**config.mk**
```make
export PLATFORM = sky130hd
export DESIGN_NAME = bi_link_dir_ctrl
export DESIGN_NICKNAME = d
export VERILOG_FILES = /design/src/rtl/bi_link_dir_ctrl.sv
export SDC_FILE = /design/constraint.sdc
export NUM_CORES = 1
export LEC_CHECK = 0
export BUFFER_PORTS_ARGS = -buffer_cell sky130_fd_sc_hd__clkbuf_2
export CORE_AREA = 4 4 62 64
export DETAILED_ROUTE_END_ITERATION = 8
export DIE_AREA = 0 0 66 68
export PLACE_DENSITY = 0.74
export SYNTH_ARGS = -nofsm -noshare
export SYNTH_HDL_FRONTEND = slang
export SYNTH_SLANG_ARGS = --single-unit
```
**constraint.sdc**
```tcl
create_clock -name clk -period 3 [get_ports clk]
set_clock_uncertainty 0.05 [all_clocks]
set_input_delay 0.3 -clock clk [delete_from_list [all_inputs] [get_ports clk]]
set_output_delay 0.3 -clock clk [all_outputs]
set_load 0.01 [all_outputs]
```
**src/rtl/bi_link_dir_ctrl.sv**
```systemverilog
// Direction controller for a shared bidirectional channel between ends A and B.
// It grants ownership to one end at a time, bounds bursts while the other end
// waits, and inserts driverless turnaround cycles on every direction change.
module bi_link_dir_ctrl #(
  parameter int unsigned MAX_BURST = 8,
  parameter int unsigned TURN_CYC  = 1
) (
  input  logic        clk,
  input  logic        rst_n,
  input  logic        req_a,
  input  logic        req_b,
  output logic        sel_a,
  output logic        sel_b,
  output logic        gnt_a,
  output logic        gnt_b,
  output logic        dir,
  output logic [15:0] turn_cnt
);

  localparam int unsigned BURST_W = 8;
  localparam int unsigned TURN_W  = 4;

  localparam logic [BURST_W-1:0] BURST_LAST = BURST_W'(MAX_BURST - 1);
  localparam logic [TURN_W-1:0]  TURN_LAST  = TURN_W'(TURN_CYC - 1);

  // Encoding puts each drive enable on its own state bit, so sel_a/sel_b come
  // straight off a flop and cannot glitch.
  typedef enum logic [2:0] {
    IDLE  = 3'b000,
    OWN_A = 3'b001,
    OWN_B = 3'b010,
    TURN  = 3'b100
  } state_e;

  state_e              state_q;
  state_e              state_d;
  logic [BURST_W-1:0]  burst_q;
  logic [TURN_W-1:0]   turn_q;
  logic                enter_own;
  logic                enter_turn;

  // State register
  always_ff @(posedge clk or negedge rst_n) begin
    if (!rst_n) begin
      state_q <= IDLE;
    end else begin
      state_q <= state_d;
    end
  end

  // Next-state selection: round robin on ties, forced handover after a full burst
  always_comb begin
    state_d = state_q;
    case (state_q)
      IDLE: begin
        if (req_a && req_b) begin
          state_d = dir ? OWN_B : OWN_A;
        end else if (req_a) begin
          state_d = OWN_A;
        end else if (req_b) begin
          state_d = OWN_B;
        end
      end
      OWN_A: begin
        if (!req_a) begin
          state_d = req_b ? TURN : IDLE;
        end else if (req_b && (burst_q == BURST_LAST)) begin
          state_d = TURN;
        end
      end
      OWN_B: begin
        if (!req_b) begin
          state_d = req_a ? TURN : IDLE;
        end else if (req_a && (burst_q == BURST_LAST)) begin
          state_d = TURN;
        end
      end
      TURN: begin
        if (turn_q == TURN_LAST) begin
          if (dir ? req_b : req_a) begin
            state_d = dir ? OWN_B : OWN_A;
          end else if (dir ? req_a : req_b) begin
            state_d = dir ? OWN_A : OWN_B;
          end else begin
            state_d = IDLE;
          end
        end
      end
      default: state_d = IDLE;
    endcase
  end

  // Moore drive enables from the state bits; grants qualify them with the request
  always_comb begin
    sel_a = state_q[0];
    sel_b = state_q[1];
    gnt_a = state_q[0] & req_a;
    gnt_b = state_q[1] & req_b;
  end

  assign enter_own  = ((state_d == OWN_A) || (state_d == OWN_B)) && (state_d != state_q);
  assign enter_turn = (state_d == TURN) && (state_q != TURN);

  // Burst and turnaround counters; burst holds at its last value so a late
  // competing request still triggers a handover on the next cycle.
  always_ff @(posedge clk or negedge rst_n) begin
    if (!rst_n) begin
      burst_q <= '0;
      turn_q  <= '0;
    end else begin
      if (enter_own) begin
        burst_q <= '0;
      end else if (((state_q == OWN_A) || (state_q == OWN_B)) && (burst_q != BURST_LAST)) begin
        burst_q <= burst_q + BURST_W'(1);
      end
      if (enter_turn) begin
        turn_q <= '0;
      end else if (state_q == TURN) begin
        turn_q <= turn_q + TURN_W'(1);
      end
    end
  end

  // Last owner direction and saturating turnaround statistic
  always_ff @(posedge clk or negedge rst_n) begin
    if (!rst_n) begin
      dir      <= 1'b0;
      turn_cnt <= '0;
    end else begin
      if (enter_own) begin
        dir <= (state_d == OWN_A);
      end
      if (enter_turn && (turn_cnt != 16'hFFFF)) begin
        turn_cnt <= turn_cnt + 16'(1);
      end
    end
  end

endmodule

```
Word-level counts from Yosys, hierarchy flattened
Index checks and enable logic that the tools add are counted.
- flip-flop bits (word level): 32
- output and inout port bits: 21
- add/subtract/negate cells: 3
- equality and inequality tests: 11
- multiplexer cells: 21
- bitwise operators: 2
- reduce and logical (&&, ||, !) cells: 13
- operators with widths (kind ; count):
    3-bit two-way mux ; 10
    16-bit by 1-bit adder with 16-bit output (second input constant) ; 1
    8-bit two-way mux ; 2
    16-bit inequality test (second input constant) ; 1
    3-bit case mux with 4 select lines ; 1
    8-bit by 1-bit adder with 8-bit output (second input constant) ; 1
    8-bit by 3-bit == test with 1-bit output (second input constant) ; 1
    2-bit two-way mux ; 4
    4-bit two-way mux ; 2
    8-bit by 3-bit inequality test with 1-bit output (second input constant) ; 1
    1-bit logical AND ; 7
    3-bit by 1-bit == test with 1-bit output (second input constant) ; 2
    3-bit by 2-bit == test with 1-bit output (second input constant) ; 2
    3-bit == test (second input constant) ; 2
    4-bit by 1-bit adder with 4-bit output (second input constant) ; 1
    4-bit logical NOT ; 1
    2-bit nonzero test ; 2
    3-bit logical NOT ; 1
    3-bit inequality test ; 1
    3-bit inequality test (second input constant) ; 1
    1-bit AND ; 2
    1-bit logical OR ; 2
    1-bit two-way mux ; 2

Depth between registers and ports, before layout
- word-level depth: 9
- depth in mapped cells: 7
- gate-level depth less buffers: 6

Worst setup path after synthesis
OpenSTA, ideal clock, no wires.
- path kind: register to register
- from: register turn_cnt[0]
- to: register turn_cnt[10]
- library setup time: 0.126 ns
- data arrival time: 1.652 ns
- setup slack: 1.172 ns
- cell stages (with the launch flop): 7
- clock period less this slack: 1.828 ns
- path through: dfrtp_1 -> ha_1 -> nand4_1 -> nor4_4 -> nor2_1 -> and4bb_1 -> xor2_1
- cells in the longest elaborated chain, start to end: 2
- elaborated cells between the ends (all ways): 3
- those cells by class: add/sub (1); eq/ne (1); reduce/logical (1)
- RTL lines (item ; line ; text):
    start, declared ; 17 ; output logic [15:0] turn_cnt
    start signal, assigned ; 134 ; turn_cnt <= turn_cnt + 16'(1);
    parallel branches: the longest is 2 deep, another holds 16-bit by 1-bit adder with 16-bit output ; - ;
Parallel ways; which one is timed is not known.
A chain may end at the register's enable or synchronous reset.

Worst setup path in the final report
Ends and elaborated chain as after synthesis.

==> summary.txt <==
Final layout
  – Post-route cell area: 1940 um2
  – Combined area of the multi-input logic cells: around 900 um2
  – Sequential cell area: between 800 and 900 um2
  – Fillcell total: 306
  – Net count, final: 200
  – Leading cell type in the layout, fill and taps excluded: sky130_fd_sc_hd__dfrtp_1
  – Fraction of final layout cells with drive strength greater than 1: 24.0%
  – Most used cells in the layout excluding fill and tap cells: 32 x sky130_fd_sc_hd__dfrtp_1, 24 x sky130_fd_sc_hd__clkbuf_2, 23 x sky130_fd_sc_hd__nor2_1
  – Ant. Diodes: 0
  – Layout-stage area growth over the synthesis result: 12.0%
  – Post-layout instance count excluding filler cells: 238

Floorplanning
  – Effective utilization at floorplan: 52.7%
  – Die footprint: 4490 um2
  – Area of the core: 3280 um2
  – Cell Rows: 21
  – Overall die width: approximately 66 um
  – Die Span Y: about 68 um
  – Ports: 25

Timing
  – Final setup fails: 0
  – Final count of hold timing violations: 32
  – Final-layout worst hold slack: -0.0234 ns
  – Unrepaired setup endpoints after global routing: false
  – Remaining max-slew budget at the tightest pin: 47.5%
  – Shortest period the worst path allows: 2.01 ns
  – Maximum operating frequency: 498 MHz
  – Max-slew violation count: 0
  – Slew @ Worst Pin: a little under 0.8 ns
  – Post-route clock period utilization: about two thirds
  – Setup TNS after final layout: 0 ns

Synth
  – Synth top area cells: sky130_fd_sc_hd__dfrtp_1 46%, sky130_fd_sc_hd__xor2_1 7.6%, sky130_fd_sc_hd__xnor2_1 5.1%
  – Cells after Synth: 165
  – Cell accounting for the most synthesized area: sky130_fd_sc_hd__dfrtp_1
  – Portion of synthesized cell area occupied by the leading cell type: a little under half
  – Register bit count reported by yosys: 32
  – Post-synthesis sequential area ratio: 46.3%
  – Net count of the mapped netlist: 173
  – Post-Synthesis Cell Area: 1730 um2
  – Mean area per synthesized cell: 10.5 um2
  – Distinct cell type count of the synthesized netlist: a little over 40
  – Yosys synthesis warning count: 0

Pwr
  – Leakage power: around 0.94 nW
  – P per Cell Area: 696 nW/um2
  – Total power draw: 1.35 mW
  – Worst voltage drop across the vdd grid: 0.000516 V

Global route
  – Pin count of the biggest net entering global routing: 33
  – Vias in the first global route: about 1,300
  – Global-route wire length before repair: between 5000 and 6000 um
  – Final global-route overflow total: 0
  – GRT Resource Usage Total: between 10% and 20%
  – Antenna violations before repair: 0

Setup path
  – Required arrival time at the worst endpoint: 3.18 ns
  – Startpoint type of the worst setup path: flip-flop
  – Worst path top cell family by delay: simple AND/OR/NAND/NOR gates
  – Arr. time, crit path: 2.19 ns
  – Slowest cell on crit path: sky130_fd_sc_hd__dfrtp_1
  – Cell Chain, Critical Path: ha_1, nand4_1, nor4_4, nor2_1, and4bb_1, xor2_1
  – Crit path launch: turn_cnt[0]
  – Bufs and invs on worst path: 0
  – Highest net fanout along the worst path: 7
  – Crit Path Category: reg2reg
  – Largest stage delay on the critical path: 0.44 ns
  – Worst Setup End Kind: flip-flop
  – Startpoint of the lowest-slack register-to-register path: turn_cnt[0]

Drt
  – Routed vias: roughly 1,300
  – Pre-antenna DRT Iters: 4
  – First DRT Iteration DRCs: between 70 and 80
  – Average via count per standard cell: between 5 and 6
  – Average detailed-routed wire length per instance: 14.2 um
  – Post-DRT Antenna Nets: 0
  – Wire length after detailed routing: ~3400 um
  – Post-route DRC: 0

Clocking
  – Number of H-tree levels: 2
  – Clock insertion delay at the later pin of the skew report: around 0.33 ns
  – # resized after CTS: 0
  – Library cell used as clock root buffer: sky130_fd_sc_hd__clkbuf_4
  – Maximum root-to-sink buffer count: 2
  – Post-CTS Setup Inserts: 0
  – Cts bufs inserted: 5
  – Number of hold buffers added after cts: 0
  – Clock tree sinks: 32
  – Clock input transition at the sequential cells of the worst setup and hold paths: 0.10 ns
  – TritonCTS clock tree: built

Status
  – Result of the run: complete, but fails checks
  – Violated checks: negative hold slack

Place
  – GPL Wtd Cong: 0.821
  – Cells after DPL: 231
  – Port bufs: 24
  – Half-perimeter wire length of the detailed placement result: 2490 um
  – Instance area after placement: between 1500 and 2000 um2

Min path
  – Worst min path class: in2async

Flow run
  – Total of max-cap violations: 0
## per-layer routing
metal  vias up  track usage (%)  part of all wire [%]
li1        636                -                     -
met1       620             20.5                    46
met2        26             30.4                    48
met3         7             4.93                   4.0
met4         0             7.36                   1.9
met5         -                0                     0
## registers in the layout, summed over array words and instances (netlist names)
| name | count |
|---|---|
| state_q | 3 |
| dir | 1 |
| burst_q | 8 |
| turn_q | 4 |
| turn_cnt | 16 |
## final timing paths
path                                     end  slack (ns)  depth (start not counted)
worst max-delay path            turn_cnt[10]        0.99                          6
worst min-delay path               turn_q[1]       -0.02                          1
worst max register to register  turn_cnt[10]        0.99                          6
worst min register to register  turn_cnt[15]        0.48                          1
max in group asynchronous         burst_q[7]        2.43                          1
min in group clk                         dir        0.20                          2
## final cells by class
class | instances | area share [%]
Clock inverter | 2 | 0.646
Timing Repair Buffer | 24 | 6.20
Inverter | 3 | 0.581
Sequential cell | 32 | 41.3
Multi-Input combinational cell | 126 | 46.4
Clock buffer | 5 | 1.94
Tap cell | 46 | 2.97
## per-stage QoR
step,setup slack [ns],util [%]
final,0.992,59.0
after CTS,0.975,59.0
after detailed placement,0.998,57.5
after global placement,1.07,57.5
after floorplan,1.17,-
after global routing,0.834,59.0
## synthesized netlist by cell type
cell	count
sky130_fd_sc_hd__a21oi_1	3
sky130_fd_sc_hd__xnor2_1	10
sky130_fd_sc_hd__o2bb2ai_1	1
sky130_fd_sc_hd__nor4_2	1
sky130_fd_sc_hd__and2_1	5
sky130_fd_sc_hd__and3_1	1
sky130_fd_sc_hd__nand4bb_1	1
sky130_fd_sc_hd__a21o_2	1
sky130_fd_sc_hd__o31ai_1	1
sky130_fd_sc_hd__a211oi_2	1
sky130_fd_sc_hd__a21oi_4	1
sky130_fd_sc_hd__mux2_2	1
sky130_fd_sc_hd__and3_2	1
sky130_fd_sc_hd__inv_1	3
sky130_fd_sc_hd__o21a_1	2
sky130_fd_sc_hd__a31oi_1	1
sky130_fd_sc_hd__buf_2	4
sky130_fd_sc_hd__dfrtp_1	32
sky130_fd_sc_hd__nor4_1	1
sky130_fd_sc_hd__and4bb_1	1
sky130_fd_sc_hd__nand3_1	11
sky130_fd_sc_hd__nand4_1	9
sky130_fd_sc_hd__o22ai_1	1
sky130_fd_sc_hd__nor4b_4	1
sky130_fd_sc_hd__nand4bb_2	1
sky130_fd_sc_hd__or2_2	1
sky130_fd_sc_hd__nand4_2	1
sky130_fd_sc_hd__nor4b_2	2
sky130_fd_sc_hd__nor2_1	23
sky130_fd_sc_hd__nor4_4	1
sky130_fd_sc_hd__nor3_1	3
sky130_fd_sc_hd__xor2_1	15
sky130_fd_sc_hd__o22ai_2	1
sky130_fd_sc_hd__ha_1	4
sky130_fd_sc_hd__mux2i_1	1
sky130_fd_sc_hd__nor3b_1	2
sky130_fd_sc_hd__o21ai_0	1
sky130_fd_sc_hd__nand2_1	12
sky130_fd_sc_hd__and2_2	1
sky130_fd_sc_hd__a21boi_0	1
sky130_fd_sc_hd__a211o_1	1
## cells by family (layout without fill, tap and decap cells)
family	Yosys count	after routing	synth area share [%]
and+or+nand+nor	79	79	27.6
adders and majority gates	4	4	2.89
buffers and inverters	7	34	1.81
DFF	32	32	46.3
AOI/OAI and AO/OA	16	16	7.52
xor gates and xnor gates	25	25	12.7
muxes	2	2	1.23
## where the power goes
part	switching, mW	internal, mW
logic	0.271	0.207
clock network	0.150	0.0853
registers	0.124	0.511
total	0.545	0.803
Power figures use the tool's default switching activity.
